[src/rtl/pong_match_controller_if.sv]
// Game-flow bus for the Pong match controller: event inputs in, ball control and status out.
interface pong_match_controller_if #(
  parameter int SCORE_W = 8
);
  logic               start;
  logic               frame_tick;
  logic               hit;
  logic               miss;
  logic               ball_run;
  logic               ball_serve;
  logic [1:0]         lives;
  logic [SCORE_W-1:0] score;
  logic [2:0]         speed;
  logic [2:0]         state;
  logic               game_over;

  modport master (
    output start, frame_tick, hit, miss,
    input  ball_run, ball_serve, lives, score, speed, state, game_over
  );

  modport slave (
    input  start, frame_tick, hit, miss,
    output ball_run, ball_serve, lives, score, speed, state, game_over
  );
endinterface

[src/rtl/pong_match_controller.sv]
// Pong match sequencer: serve/play/miss/over flow, lives, score and ball speed; all outputs registered.
// Optional speed-up on paddle hits when SPEEDUP_EN is defined (default build: speed fixed at 1).
module pong_match_controller #(
  parameter int LIVES          = 3,
  parameter int SERVE_FRAMES   = 60,
  parameter int MISS_FRAMES    = 63,
  parameter int SCORE_W        = 8,
  parameter int HITS_PER_LEVEL = 5,
  parameter int MAX_SPEED      = 4
) (
  input logic Clock,
  input logic Reset,
  pong_match_controller_if.slave bus
);

  typedef enum logic [2:0] {
    IDLE  = 3'd0,
    SERVE = 3'd1,
    PLAY  = 3'd2,
    MISS  = 3'd3,
    OVER  = 3'd4
  } state_t;

  localparam int MAXF  = (SERVE_FRAMES > MISS_FRAMES) ? SERVE_FRAMES : MISS_FRAMES;
  localparam int CNT_W = (MAXF > 1) ? $clog2(MAXF) : 1;
  localparam logic [CNT_W-1:0] SERVE_LOAD = CNT_W'(SERVE_FRAMES - 1);
  localparam logic [CNT_W-1:0] MISS_LOAD  = CNT_W'(MISS_FRAMES - 1);
  localparam logic [1:0]       LIVES_INIT = 2'(LIVES);
  // Base speed is 1 unless the ceiling itself is configured lower.
  localparam logic [2:0]       MIN_SPEED  = (MAX_SPEED < 1) ? 3'(MAX_SPEED) : 3'd1;

  state_t             state_q, state_d;
  logic [CNT_W-1:0]   cnt_q, cnt_d;
  logic [1:0]         lives_q, lives_d;
  logic [SCORE_W-1:0] score_q, score_d;
  logic               run_q, run_d;
  logic               serve_q, serve_d;
  logic               over_q, over_d;
  logic               start_q;
  logic               start_edge;

`ifdef SPEEDUP_EN
  localparam int HC_W = (HITS_PER_LEVEL > 1) ? $clog2(HITS_PER_LEVEL) : 1;
  localparam logic [HC_W-1:0] HC_LAST = HC_W'(HITS_PER_LEVEL - 1);
  localparam logic [2:0]      SPEED_CAP = 3'(MAX_SPEED);
  logic [HC_W-1:0] hit_cnt_q, hit_cnt_d;
  logic [2:0]      speed_q, speed_d;
`endif

  assign start_edge = bus.start & ~start_q;

  always_ff @(posedge Clock) begin
    if (Reset) begin
      state_q <= IDLE;
      cnt_q   <= '0;
      lives_q <= LIVES_INIT;
      score_q <= '0;
      run_q   <= 1'b0;
      serve_q <= 1'b0;
      over_q  <= 1'b0;
      start_q <= 1'b1;
`ifdef SPEEDUP_EN
      hit_cnt_q <= '0;
      speed_q   <= MIN_SPEED;
`endif
    end else begin
      state_q <= state_d;
      cnt_q   <= cnt_d;
      lives_q <= lives_d;
      score_q <= score_d;
      run_q   <= run_d;
      serve_q <= serve_d;
      over_q  <= over_d;
      start_q <= bus.start;
`ifdef SPEEDUP_EN
      hit_cnt_q <= hit_cnt_d;
      speed_q   <= speed_d;
`endif
    end
  end

  always_comb begin
    state_d = state_q;
    cnt_d   = cnt_q;
    lives_d = lives_q;
    score_d = score_q;
    serve_d = 1'b0;
`ifdef SPEEDUP_EN
    hit_cnt_d = hit_cnt_q;
    speed_d   = speed_q;
`endif
    case (state_q)
      IDLE, OVER: begin
        if (start_edge) begin
          state_d = SERVE;
          lives_d = LIVES_INIT;
          score_d = '0;
          cnt_d   = SERVE_LOAD;
          serve_d = 1'b1;
`ifdef SPEEDUP_EN
          hit_cnt_d = '0;
          speed_d   = MIN_SPEED;
`endif
        end
      end
      SERVE: begin
        if (bus.frame_tick) begin
          if (cnt_q == '0) state_d = PLAY;
          else             cnt_d   = cnt_q - 1'b1;
        end
      end
      PLAY: begin
        // A miss in the same cycle as a hit discards the hit.
        if (bus.miss) begin
          lives_d = lives_q - 2'd1;
          cnt_d   = MISS_LOAD;
          state_d = MISS;
        end else if (bus.hit) begin
          if (score_q != '1) score_d = score_q + SCORE_W'(1);
`ifdef SPEEDUP_EN
          if (hit_cnt_q == HC_LAST) begin
            hit_cnt_d = '0;
            if (speed_q < SPEED_CAP) speed_d = speed_q + 3'd1;
          end else begin
            hit_cnt_d = hit_cnt_q + HC_W'(1);
          end
`endif
        end
      end
      MISS: begin
        if (bus.frame_tick) begin
          if (cnt_q != '0) begin
            cnt_d = cnt_q - 1'b1;
          end else if (lives_q == 2'd0) begin
            state_d = OVER;
          end else begin
            state_d = SERVE;
            cnt_d   = SERVE_LOAD;
            serve_d = 1'b1;
          end
        end
      end
      default: begin
        state_d = IDLE;
        cnt_d   = '0;
        lives_d = LIVES_INIT;
        score_d = '0;
`ifdef SPEEDUP_EN
        hit_cnt_d = '0;
        speed_d   = MIN_SPEED;
`endif
      end
    endcase
    run_d  = (state_d == PLAY);
    over_d = (state_d == OVER);
  end

  assign bus.state      = state_q;
  assign bus.ball_run   = run_q;
  assign bus.ball_serve = serve_q;
  assign bus.lives      = lives_q;
  assign bus.score      = score_q;
  assign bus.game_over  = over_q;
`ifdef SPEEDUP_EN
  assign bus.speed      = speed_q;
`else
  assign bus.speed      = MIN_SPEED;
`endif

endmodule

[src/flat_wrapper.sv]
// flat-port wrapper written by rule: the top's interface ports become plain ports
module pong_match_controller_flat 
#(
  parameter int LIVES          = 3,
  parameter int SERVE_FRAMES   = 60,
  parameter int MISS_FRAMES    = 63,
  parameter int SCORE_W        = 8,
  parameter int HITS_PER_LEVEL = 5,
  parameter int MAX_SPEED      = 4
)
  (Clock, Reset, bus_start, bus_frame_tick, bus_hit, bus_miss, bus_ball_run, bus_ball_serve, bus_lives, bus_score, bus_speed, bus_state, bus_game_over);
  pong_match_controller_if #(.SCORE_W(SCORE_W)) bus_i ();
  input logic Clock;
  input logic Reset;
  input wire logic [$bits(bus_i.start)-1:0] bus_start;
  input wire logic [$bits(bus_i.frame_tick)-1:0] bus_frame_tick;
  input wire logic [$bits(bus_i.hit)-1:0] bus_hit;
  input wire logic [$bits(bus_i.miss)-1:0] bus_miss;
  output wire logic [$bits(bus_i.ball_run)-1:0] bus_ball_run;
  output wire logic [$bits(bus_i.ball_serve)-1:0] bus_ball_serve;
  output wire logic [$bits(bus_i.lives)-1:0] bus_lives;
  output wire logic [$bits(bus_i.score)-1:0] bus_score;
  output wire logic [$bits(bus_i.speed)-1:0] bus_speed;
  output wire logic [$bits(bus_i.state)-1:0] bus_state;
  output wire logic [$bits(bus_i.game_over)-1:0] bus_game_over;
  assign bus_i.start = bus_start;
  assign bus_i.frame_tick = bus_frame_tick;
  assign bus_i.hit = bus_hit;
  assign bus_i.miss = bus_miss;
  assign bus_ball_run = bus_i.ball_run;
  assign bus_ball_serve = bus_i.ball_serve;
  assign bus_lives = bus_i.lives;
  assign bus_score = bus_i.score;
  assign bus_speed = bus_i.speed;
  assign bus_state = bus_i.state;
  assign bus_game_over = bus_i.game_over;
  pong_match_controller #(.LIVES(LIVES), .SERVE_FRAMES(SERVE_FRAMES), .MISS_FRAMES(MISS_FRAMES), .SCORE_W(SCORE_W), .HITS_PER_LEVEL(HITS_PER_LEVEL), .MAX_SPEED(MAX_SPEED)) u_core (.Clock(Clock), .Reset(Reset), .bus(bus_i));
endmodule
[config.mk]
export PLATFORM = sky130hd
export DESIGN_NAME = pong_match_controller_flat
export DESIGN_NICKNAME = d
export VERILOG_FILES = /design/src/rtl/pong_match_controller_if.sv /design/src/rtl/pong_match_controller.sv /design/src/flat_wrapper.sv
export SDC_FILE = /design/constraint.sdc
export NUM_CORES = 1
export LEC_CHECK = 0
export CORE_MARGIN = 4
export CORE_UTILIZATION = 40
export CTS_CLUSTER_DIAMETER = 150
export DETAILED_ROUTE_END_ITERATION = 8
export HOLD_SLACK_MARGIN = 0.1
export PLACE_DENSITY = 0.72
export SLEW_MARGIN = 20
export SYNTH_ARGS = -nofsm -noshare
export SYNTH_HDL_FRONTEND = slang
export SYNTH_SLANG_ARGS = --single-unit
[constraint.sdc]
create_clock -name Clock -period 2.6 [get_ports Clock]
set_input_delay 0.39 -clock Clock [delete_from_list [all_inputs] [get_ports Clock]]
set_output_delay 0.39 -clock Clock [all_outputs]
set_load 0.03 [all_outputs]
Yosys cells after proc, flatten, opt, wreduce, memory -nomap -nowiden --
Cells that the tools add are included.
Word-level totals: register bits 23, word-level logic and storage cells 68
Operators by class: $add $sub $neg 3, equality and inequality tests 16, muxes and demuxes 29, bitwise gates (word level) 3, reduce and logical (&&, ||, !) cells 9
Operators by type and width (number):
- $mux W6 | 7
- $mux W8 | 4
- $pmux W6 S4 | 1
- $pmux W8 S3 | 1
- $mux W3 | 7
- $ne A2 B2 Y1 const B | 6
- $pmux W3 S4 | 1
- $eq A3 B2 Y1 const B | 3
- $add A8 B1 Y8 const B | 1
- $ne A8 B8 Y1 const B | 1
- $eq A3 B3 Y1 const B | 2
- $logic_not A6 Y1 | 1
- $pmux W2 S3 | 1
- $reduce_and A6 Y1 | 1
- $reduce_bool A6 Y1 | 1
- $sub A6 B1 Y6 const B | 1
- $reduce_and A5 Y1 | 1
- $mux W1 | 4
- $mux W2 | 2
- $ne A2 B1 Y1 const B | 2
- $reduce_or A2 Y1 | 2
- $eq A3 B1 Y1 const B | 1
- $logic_not A3 Y1 | 1
- $ne A3 B2 Y1 const B | 1
- 6 further kinds | 7

Depth between registers and ports, before layout --
Gate-level depths: netlist of run 1.
depth after elaboration 6, mapped depth 8

Worst setup path before layout of run 1 --
OpenSTA, ideal clock, no wires.
path kind register to register, start register u_core.state_q[2] (netlist: u_core.bus.state[2]), end register u_core.cnt_q[2], data arrival time 2.008 ns, slack 0.525 ns, cell stages (with the launch flop) 9, period minus slack after synthesis 2.075 ns, path through dfxtp_1 > buf_6 > nor2b_4 > buf_6 > a221o_1 > a31o_1 > buf_6 > a2111o_1 > a21oi_2
On the way: longest elaborated chain between the ends 4, elaborated cells between the ends (all ways) 14, those cells by class eq/ne (10); mux (1); reduce/logical (3)
Ends and longest elaborated chain:
- start, declared | line pong_match_controller.sv:32 | state_t state_q, state_d;
- start signal, assigned | line pong_match_controller.sv:67 | state_q <= state_d;
- $eq A3 B3 Y1 / $logic_not A3 Y1 (equally long branches) | line pong_match_controller.sv:92 | case (state_q)
- $reduce_or A2 Y1 | line pong_match_controller.sv:92
- $ne A2 B1 Y1 (no source line)
- $reduce_and A6 Y1 (no source line)
- end signal, assigned | line pong_match_controller.sv:68 | cnt_q <= cnt_d;
- end, declared | line pong_match_controller.sv:33 | logic [CNT_W-1:0] cnt_q, cnt_d;
Several ways; a longest one is shown, not always the timed one. A chain may end at the register's enable or synchronous reset.

Worst setup path in the final report of run 1 --
start register u_core.state_q[0] (netlist: u_core.bus.state[0]), end register u_core.cnt_q[2]
The elaborated chain is that of the path after synthesis.

==> flow_summary.yaml, run 1 <==
status:
  status: "finished, final reports clean"
finish:
  areaGrowthSynthToFinish_pct: 19.1
  fillers: 311
  final-seq-area_um2: 460
  final_util: 0.497
  n_antenna_cell: 0
  multi_input_area_um2: 707
  drive_gt1_frac: 0.0702
  fin_nets: 182
place:
  port_buffers: 21
  gp_congestion: 0.844
  dp_slack_ns: 0.213
  dp_hpwl_mm: 1.98
sta:
  maxSlewViolCount: 0
  timing.final.crit_share: 0.809
  finalSetupViolCount: 0
  skew_ns: 0.00180
  post-route-min-period_ns: 2.10
  worst-slew-pin-transition_ns: 0.598
  rsz0062_at_grt: "no"
  fin_tns_setup_ns: 0
  setup_slack_ns: 0.496
  finalHoldViolCount: 0
  clock.fmax_ghz: 0.475
  maxSlewHeadroom: 0.600
synthesis:
  ys_ff_latch: 23
  yosysWarnings: 0
  synthDistinctLibCells: 44
  syn_area_per_cell_um2: 8.26
  ys_seq_area_frac: 0.364
  synthFlopType: "dfxtp_1"
  synth-edff-count: 0
  synth_cells: 153
  syn_area_um2: 1260
  synthArstFlopShare: 0
floorplanning:
  core_um2: 3030
  row_count: 20
  start_util: 0.417
  die_w_um: 64.2
  die_h_um: 64.2
  fp.dieArea_um2: 4120
  io_pins: 25
critical_path:
  required_ns: 2.85
  crit_type: "register to register"
  cp_max_fo: 12
  crit_path_start_kind: "register"
  arrival_ns: 2.35
  end_kind: "register"
grt:
  grt_max_degree: 18
  grt_pass1_wl_mm: 4.51
  track_usage: 0.133
  antenna_found_initial: 0
  grt_pass1_vias: 985
  overflow: 0
clocking:
  clockBufferDepth: 2
  cts_buffers: 3
  cts_tree: "built"
  clkSlewWorstSetupHoldPaths_ns: 0.13
  cts_setup_buffers: 0
  ctsResizeCount: 0
  cts_sinks: 23
  clkLatencyLatePin_ns: 0.31
  clock_tree.root_cell: "clkbuf_4"
  cts_hold_buf: 0
  htreeDepth: 1
drt:
  first_pass_iters: 4
  vias_per_cell: 5.30
  avgRoutedWirePerCell_um: 12.2
  vias: 1140
  wl_mm: 2.62
  ant_nets: 0
  drtIter0Drc: 31
  drc_errors: 0
power:
  power.leakage_uw: 0.000526
  peakVddDrop_v: 0.000186
  powerDensity_nw_per_um2: 472
  total_power_uw: 711
worst_hold_path:
  hold_path.class: "register to register"
run:
  drv_cap: 0
[metrics by stage]
step           hold slack [ns]  instances  cell area (µm²)
5_1_grt                  0.524        215             1510
2_1_floorplan            0.458        154             1270
3_3_place_gp             0.474        211             1480
3_5_place_dp             0.480        211             1480
6_report                 0.501        215             1510
4_1_cts                  0.502        215             1510
[metal layers]
| metal | GRT usage | wire, µm | up-vias |
|---|---|---|---|
| li1 | - | - | 584 |
| met1 | 0.192 | 1320 | 532 |
| met2 | 0.200 | 1180 | 20 |
| met3 | 0.0228 | 74 | 4 |
| met4 | 0.0422 | 38 | 0 |
| met5 | 0 | 0 | - |
[cells in the mapped netlist, types with 2 or more instances]
cell type  count  area (µm²)
buf_6          3        33.8
a21oi_1       16        80.1
nor2_1         9        33.8
or4_1          3        22.5
buf_2          2        10.0
nand3b_1       3        22.5
or2_2          2        12.5
buf_4          3        22.5
a31oi_1        2        12.5
nor3_1         4        20.0
dfxtp_1       23         460
o31ai_1        3        22.5
o21ai_0        7        35.0
nand4_1        2        12.5
nor2b_1        2        12.5
a21o_1         2        15.0
nand2_1       13        48.8
clkbuf_1       3        11.3
or3_1          5        31.3
xor2_1         2        17.5
and2_1         2        12.5
a211oi_1       2        15.0
nand2b_1       4        25.0
ha_1           4        50.1
nor4_1         2        12.5
inv_1          6        22.5
nand3_1        6        30.0
conb_1         2        7.51
[power by group]
part	internal (µW)	switching, µW	leakage, µW	total [µW]
logic	68.0	88.5	0.000322	157
registers	367	16.5	0.000187	384
clock network	57.5	113	0.0000177	171
total	493	218	0.000526	711
[registers in the layout (all words and copies together), names as in the netlist]
name	count
u_core.cnt_q	6
u_core.bus.ball_serve	1
u_core.bus.state	3
u_core.bus.game_over	1
u_core.bus.lives	2
u_core.bus.ball_run	1
u_core.start_q	1
u_core.bus.score	8
[worst paths after layout]
kind	endpoint	slack, ns	cells past startpoint	start
hold / removal	u_core.cnt_q[5]	0.50	2	u_core.cnt_q[5]
hold reg to reg	u_core.cnt_q[5]	0.50	2	u_core.cnt_q[5]
setup reg to reg	u_core.cnt_q[2]	0.50	5	u_core.bus.state[0]
setup / recovery	u_core.cnt_q[2]	0.50	5	u_core.bus.state[0]
[cell usage in the layout, fill, tap and decap left out, types with 3 or more instances in the layout]
| cell type | synthesis | final |
|---|---|---|
| nand2b_1 | 4 | 4 |
| nand2_1 | 13 | 13 |
| dfxtp_1 | 23 | 23 |
| or3_1 | 5 | 5 |
| a21oi_1 | 16 | 16 |
| o21ai_0 | 7 | 7 |
| or4_1 | 3 | 3 |
| inv_1 | 6 | 6 |
| nor2_1 | 9 | 9 |
| o31ai_1 | 3 | 3 |
| clkbuf_4 | 0 | 3 |
| nand3_1 | 6 | 6 |
| nand3b_1 | 3 | 3 |
| nor3_1 | 4 | 4 |
| buf_4 | 3 | 3 |
| clkdlybuf4s50_1 | 0 | 21 |
| conb_1 | 2 | 3 |
| ha_1 | 4 | 4 |
[cell families (layout without fill, tap and decap cells)]
group | after synthesis | in the layout | synth area share
and+or+nand+nor | 60 | 60 | 0.258
AOI/OAI and AO/OA | 44 | 44 | 0.232
DFF | 23 | 23 | 0.364
buffers and inverters | 17 | 34 | 0.0792
adders and majority gates | 4 | 4 | 0.0396
xor gates and xnor gates | 3 | 3 | 0.0208
other | 2 | 3 | 0.00594
[area by class of cell]
type	count	share of cell area
inverter	6	0.0150
tap	44	0.0366
timing repair buffer	24	0.155
multi-input combinational	114	0.470
clock buffer	3	0.0150
sequential	23	0.306
clock inverter	1	0.00333
[critical path: stages (launching register included)]
cell and delay [ns]:
dfxtp_1 0.59, nor2_1 0.20, a221o_1 0.40, a31o_1 0.31, a2111o_1 0.43, a21oi_2 0.11
(Power assumes the default switching activity.)
==> run 2, diff against run 1 <==
--- a/config.mk
+++ b/config.mk
@@ -10,7 +10,7 @@
 export CTS_CLUSTER_DIAMETER = 150
 export DETAILED_ROUTE_END_ITERATION = 8
 export HOLD_SLACK_MARGIN = 0.1
-export PLACE_DENSITY = 0.72
+export PLACE_DENSITY = 0.75
 export SLEW_MARGIN = 20
 export SYNTH_ARGS = -nofsm -noshare
 export SYNTH_HDL_FRONTEND = slang
==> constraint.sdc (replaced) <==
create_clock -name Clock -period 1.83 [get_ports Clock]
set_input_delay 0.2745 -clock Clock [delete_from_list [all_inputs] [get_ports Clock]]
set_output_delay 0.2745 -clock Clock [all_outputs]
set_load 0.03 [all_outputs]
==> flow_summary.yaml, run 2 (synthesis results as in run 1) <==
floorplanning:
  io_pins: 25
  die_w_um: 64.2
  die_h_um: 64.2
  fp.dieArea_um2: 4120
  start_util: 0.417
  core_um2: 3030
  row_count: 20
power:
  combPwrFrac: 0.252
  total_power_uw: 1040
  intPower_uw: 727
  clkPwrFrac: 0.224
  peakVddDrop_v: 0.000296
  switching_share: 0.300
  powerDensity_nw_per_um2: 601
  power.leakage_uw: 0.000661
  pwr-share-seq: 0.524
  p_switching_uw: 312
sta:
  fin_tns_setup_ns: 0
  timing.final.crit_share: 0.964
  finalHoldViolCount: 0
  finalSetupViolCount: 0
  maxSlewViolCount: 0
  rsz0062_at_grt: "no"
  setup_slack_ns: 0.0653
  skew_ns: 0.00262
  post-route-min-period_ns: 1.76
  clock.fmax_ghz: 0.567
finish:
  layout_common_cells: "clkdlybuf4s50_1, buf_4, a21oi_1, dfxtp_1, nand2_1"
  largest_reg_flops: 8
  final-seq-area_um2: 477
  drive_gt1_frac: 0.233
  areaGrowthSynthToFinish_pct: 36.8
  fin_nets: 200
  design_area_um2: 1730
  final_util: 0.571
  fillers: 270
  n_antenna_cell: 0
  multi_input_area_um2: 768
critical_path:
  crit_type: "register to output port"
  cp_max_fo: 6
  critPathBufInv: 1
  crit_chain: "clkdlybuf4s50_1"
  arrival_ns: 1.49
  cp-endpoint: "bus_score[3]"
  crit_family: "buffers and inverters"
  crit_path_start_kind: "register"
  cp.depth: 1
  r2r_start: "u_core.bus.score[0]"
  required_ns: 1.56
  reg2reg_depth: 7
  reg2reg_slack_ns: 0.07
  cp-startpoint: "u_core.bus.score[3]"
  slowest_stage: "clkdlybuf4s50_1"
  end_kind: "output port"
  cpPeakStageDelay_ns: 0.72
  timing.rr.end: "u_core.bus.score[3]"
grt:
  grt_max_degree: 13
  grt_pass1_vias: 1241
  track_usage: 0.159
  grt_pass1_wl_mm: 5.39
  antenna_found_initial: 0
  overflow: 0
status:
  status: "finished, final reports clean"
clocking:
  clockBufferDepth: 2
  cts_tree: "built"
  clkLatencyLatePin_ns: 0.31
  clkSlewWorstSetupHoldPaths_ns: 0.12
  cts_buffers: 3
  htreeDepth: 1
  cts_hold_buf: 0
  cts_sinks: 23
  clock_tree.root_cell: "clkbuf_4"
drt:
  vias: 1263
  ant_nets: 0
  drtIter0Drc: 54
  first_pass_iters: 4
  drc_errors: 0
  wl_mm: 3.12
  vias_per_cell: 5.42
  avgRoutedWirePerCell_um: 13.4
worst_hold_path:
  hold_path.class: "primary input to register"
place:
  port_buffers: 21
  placed_cell_area_um2: 1610
  dp_hpwl_mm: 2.33
  gp_congestion: 0.822
  dp_slack_ns: -0.394
run:
  drv_cap: 0
## run 2: final cells by class
cell class                 instances  area share
clock buffer                       4      0.0152
inverter                           6      0.0130
multi-input combinational        114       0.444
sequential                        23       0.276
tap                               44      0.0318
timing repair buffer              42       0.220
## run 2: repair_timing
item / in CTS / in global routing
buffers inserted: 1 / 1
setup endpoints to repair: 5 / 12
gates resized for setup: 7 / 11
pin swaps: 8 / 3
## run 2: worst min path at each step
| stage | slack [ns] | from | endpoint | depth (start not counted) |
|---|---|---|---|---|
| 3_5_place_dp | 0.48 | u_core.cnt_q[5] | u_core.cnt_q[5] | 2 |
| 3_3_place_gp | 0.48 | u_core.cnt_q[5] | u_core.cnt_q[5] | 2 |
| 5_1_grt | 0.31 | bus_start | u_core.start_q | 3 |
| 4_1_cts | 0.50 | u_core.cnt_q[5] | u_core.cnt_q[5] | 2 |
| 6_report | 0.30 | bus_start | u_core.start_q | 3 |
| 2_1_floorplan | 0.38 | bus_start | u_core.start_q | 1 |
## run 2: tightest hold or removal path, delay by kind of cell
kind                   cells  cell delay (ns)
buffers and inverters      2             0.23
and+or+nand+nor            1             0.09
## run 2: per-layer routing
layer	share of wire	vias to the layer above	track usage
li1	-	620	-
met1	0.46	599	0.210
met2	0.48	39	0.263
met3	0.043	5	0.0176
met4	0.015	0	0.0607
met5	0	-	0
## run 2: power by group through the flow
stage | logic [µW] | registers [µW] | clock network (µW)
4_1_cts | 255 | 541 | 240
6_report | 262 | 545 | 232
2_1_floorplan | 180 | 551 | 0
3_3_place_gp | 240 | 551 | 0
5_1_grt | 288 | 550 | 261
3_5_place_dp | 249 | 552 | 0
## run 2: through the flow
step / hold WS (ns) / cells
2_1_floorplan: 0.381 / 154
3_3_place_gp: 0.476 / 227
3_5_place_dp: 0.482 / 227
4_1_cts: 0.501 / 232
5_1_grt: 0.311 / 233
6_report: 0.301 / 233
==> variant 1, RTL diff (flow settings as in run 2) <==
Make the reset (`Reset`) asynchronous in one clocked block.
--- a/src/rtl/pong_match_controller.sv
+++ b/src/rtl/pong_match_controller.sv
@@ -49,7 +49,7 @@
 
   assign start_edge = bus.start & ~start_q;
 
-  always_ff @(posedge Clock) begin
+  always_ff @(posedge Clock or posedge Reset) begin
     if (Reset) begin
       state_q <= IDLE;
       cnt_q   <= '0;
Function: differs if Reset is asserted again (counterexample within 4 cycles, from zero or initial values and one cycle with Reset high); with Reset held inactive, the same outputs for 10 cycles.
==> variant 1 against run 2 <==
- via count increased by 2.9%
- area after synthesis increased by 9.1%
- worst setup slack improved by 25 ps
- non-clock buffer count decreased by 1
- sequential cell count unchanged
- die area increased by 8.0%
- routed wire length increased by 11%
- count of clock-buffer cells in the layout unchanged
- sequential share of layout area increased by 4.5 points
- utilization decreased by 2.7 points
- cell area increased by 4.9%
- largest cell class unchanged
Power is not compared: it rests on default switching activity, and its combinational part moved more than twofold at a synthesized area within 25%.
==> variant 1: results (changes against run 2) <==
R2R Path End: u_core.bus.state[2] (was u_core.bus.score[3])
Non-Filler Instances: 232 (was 233)
Share of post-route cells with drive strength above 1: 22.58% (was 23.28%)
1st-iter DRT viols: 73 (was 54)
GPL Wtd Cong: 0.8734 (was 0.8219)
Routing usage on met2: 28.96% (was 26.32%)
Top_reg_cell synth: dfrtp_1 (was dfxtp_1)
All-Layer GR Usage: 16.48% (was 15.88%)
Vias in the first global route: 1295 (was 1241)
Worst r2r src: u_core.cnt_q[0] (was u_core.bus.score[0])
Largest family of logic cells by synthesized area: compound AO/OA/AOI/OAI gates (was simple AND/OR/NAND/NOR gates)
Final Skew: 4.864 ps (was 2.617 ps)
Global-route wire length before repair: 5.692 mm (was 5.388 mm)
Fillers: 299 (was 270)
Fin crit share: 95.05% (was 96.43%)
Adder-Cell Fraction of Synth Area: 2.722% (was 3.960%)
Critical path capture point: bus_score[4] (was bus_score[3])
Status: complete, no violations (unchanged)
Worst R2R Setup Slack: 100 ps (was 70 ps)
HPWL Detailed: 2.603 mm (was 2.330 mm)
Post-synth top cells: 20 x dfrtp_1, 13 x inv_1, 11 x a31oi_1 (was 23 x dfxtp_1, 16 x a21oi_1, 13 x nand2_1)
Mapped Cells: 149 (was 153)
Post-synthesis sequential area ratio: 42.01% (was 36.44%)
Pre-CTS setup slack: -30.08 ps (was -393.8 ps)
DR vias/cell: 5.599 (was 5.421)
variant 1: cell types whose count changed in the layout (fill, tap and decap cells not counted), sizes merged, moves of 4 or more:
cell and change:
a21oi -8, dfxtp -23, and3 +4, dfrtp +20, inv +7, a31oi +9, or3 -5, nand2 -7
variant 1: layer usage:
layer | vias to the layer above | part of all wire (%)
met1 | 638 | 46
met2 | 27 | 50
met4 | 0 | 0.93
li1 | 630 | -
met3 | 4 | 3.4
met5 | - | 0
variant 1: what timing repair did:
action / CTS / global route
endpoints found under the setup margin: 2 / 10
setup buffers: 0 / 1
pin swaps: 0 / 1
hold endpoints to repair: 0 / 0
gates resized for setup: 2 / 8
variant 1: cell type report:
class / count / area (um2) / share of cell area (%)
Multi-Input combinational cell: 105 / 734.5 / 40.48
Sequential cell: 23 / 581.8 / 32.07
Timing Repair Buffer: 41 / 365.4 / 20.14
Tap cell: 46 / 57.56 / 3.172
Inverter: 13 / 48.80 / 2.690
Clock buffer: 4 / 26.28 / 1.448
==> variant 2, RTL diff (settings of run 2) <==
Made on the original files. The option `SPEEDUP_EN` is turned on by a define.
--- a/src/rtl/pong_match_controller.sv
+++ b/src/rtl/pong_match_controller.sv
@@ -1,5 +1,7 @@
 // Pong match sequencer: serve/play/miss/over flow, lives, score and ball speed; all outputs registered.
 // Optional speed-up on paddle hits when SPEEDUP_EN is defined (default build: speed fixed at 1).
+`define SPEEDUP_EN
+
 module pong_match_controller #(
   parameter int LIVES          = 3,
   parameter int SERVE_FRAMES   = 60,
Function: no difference found for any inputs over 10 cycles, from zero or initial values and one cycle with Reset high; that may be too few to reach the edited logic, so the function may still have changed.
==> variant 2 against run 2 <==
- sequential cell count grew 6
- sequential share of layout area decreased by 1.9 points
- clock power rose by 130%
- area after synthesis grew 35%
- via count grew 33%
- count of clock-buffer cells in the layout rose by 3
- routed wire length up 39%
- hold slack gained 180 ps
- cell area grew 31%
- first-iteration DRC count rose to 2.6 times the old value
- fmax rose by 2.3%
- worst setup slack improved by 40 ps
- power rose by 56%
- global-route usage increased by 2.0 points
- largest power group unchanged
==> variant 2: results (changes against run 2) <==
Multiplexer share of the synthesized area: 3.679% (was 0%)
GPL Wtd Cong: 0.9060 (was 0.8219)
Slowest CP cell: clkdlybuf4s50_1 (unchanged)
Status: complete, no violations (unchanged)
Number of antenna diodes: 0 (unchanged)
Peak supply drop: 394.7 uV (was 295.7 uV)
Static Leak: 0.0008391 uW (was 0.0006609 uW)
Final setup violation count: 0 (unchanged)
Vias in the first global route: 1599 (was 1241)
Post-synth top cells: 29 x dfxtp_1, 20 x a21oi_1, 11 x inv_1 (was 23 x dfxtp_1, 16 x a21oi_1, 13 x nand2_1)
Relative slew slack: 55.31%
Final Skew: 4.670 ps (was 2.617 ps)
Number of antenna violations at the first check in global routing: 0 (unchanged)
CTS Root Cell: clkbuf_8 (was clkbuf_4)
Worst-Skew Late Latency: 280 ps (was 310 ps)
Avg Cell Area, Syn: 8.460 um2 (was 8.260 um2)
H-tree levels: 2 (was 1)
HPWL Detailed: 3.187 mm (was 2.330 mm)
Largest net degree at the start of global routing: 20 (was 13)
Adder-Cell Fraction of Synth Area: 5.151% (was 3.960%)
Max stage delay on crit path: 720 ps (about the same)
XOR/XNOR share of the synthesized area: 1.030% (was 2.079%)
Fin. max-slew vios: 0 (unchanged)
Hold Crit Class: register to register (was input pin to register)
Top_reg_cell synth: dfxtp_1 (unchanged)
WL final: 4.333 mm (was 3.122 mm)
Nets@finish: 262 (was 200)
CTS buffer count: 5 (was 3)
Asr flop ratio synth: 0% (unchanged)
Post-synthesis sequential area ratio: 34.14% (was 36.44%)
Global-route wire length before repair: 7.596 mm (was 5.388 mm)
Non-Filler Instances: 299 (was 233)
Compound-cell area share of the yosys netlist: 23.47% (was 23.17%)
1st-iter DRT viols: 140 (was 54)
Synth top area cells: dfxtp_1 34%, a21oi_1 5.9%, ha_1 5.2% (was dfxtp_1 36%, a21oi_1 6.3%, ha_1 4.0%)
Top delay family on crit path: buffers and inverters (unchanged)
All-Layer GR Usage: 17.89% (was 15.88%)
Clock Path Buffers: 2 (unchanged)
Dpl cells: 291 (was 227)
Placed Area: 0.002166 mm2 (was 0.001612 mm2)
# port buffers: 24 (was 21)
Routed vias: 1684 (was 1263)
Worst-path clk slew: 60 ps (was 120 ps)
Crit-path max FO: 7 (was 6)
Critical Path AT: 1450 ps (was 1490 ps)
Yosys cell types: 50 (was 44)
Share of post-route cells with drive strength above 1: 20.48% (was 23.28%)
## variant 2: final cells by class
class,instances,area (um2)
Clock buffer,7,86.33
Tap cell,50,62.56
Sequential cell,29,584.3
Timing Repair Buffer,52,447.9
Fill cell,366,1785
Inverter,11,41.29
Multi-Input combinational cell,150,1050
## variant 2: per-layer routing
metal / global-route usage, % / wire, um / vias to the layer above
li1: - / - / 842
met3: 3.444 / 252 / 9
met4: 6.762 / 95 / 0
met5: 0 / 0 / -
met1: 25.78 / 2087 / 779
met2: 26.12 / 1897 / 54
## variant 2: path summary, 6_finish.rpt
| kind | from | end | slack [ps] | depth (start not counted) |
|---|---|---|---|---|
| worst max-delay path | u_core.bus.score[0] | bus_score[0] | 110 | 1 |
| worst max register to register | u_core.bus.state[2] | u_core.bus.score[2] | 140 | 5 |
| worst min register to register | u_core.hit_cnt_q[0] | u_core.hit_cnt_q[0] | 480 | 2 |
| worst min-delay path | u_core.hit_cnt_q[0] | u_core.hit_cnt_q[0] | 480 | 2 |
## variant 2: metrics by stage
stage          setup TNS [ps]  worst slack [ps]  hold slack (ps)
6_report                    0             105.3            479.9
5_1_grt                     0             13.87            512.5
4_1_cts                     0             38.04            480.1
3_5_place_dp           -825.3            -118.3            470.7
3_3_place_gp           -617.9            -102.1            464.1
2_1_floorplan               0             13.10            381.1
## variant 2: timing repair
| item | CTS | global route |
|---|---|---|
| setup buffers | 0 | 1 |
| endpoints found under the setup margin | 4 | 7 |
| resized for setup | 3 | 4 |
| pin swaps | 0 | 1 |
## variant 2: worst reg2reg max path, cell delays in order (launching register included)
cell	delay (ps)
dfxtp_2	420
nor3b_1	90
buf_4	180
and4_1	280
or4_1	500
a21oi_1	140
## variant 2: where the power goes
group          switching, uW  internal (uW)
combinational            213            198
clock                    231            298
sequential              28.5            657
total                    472           1150
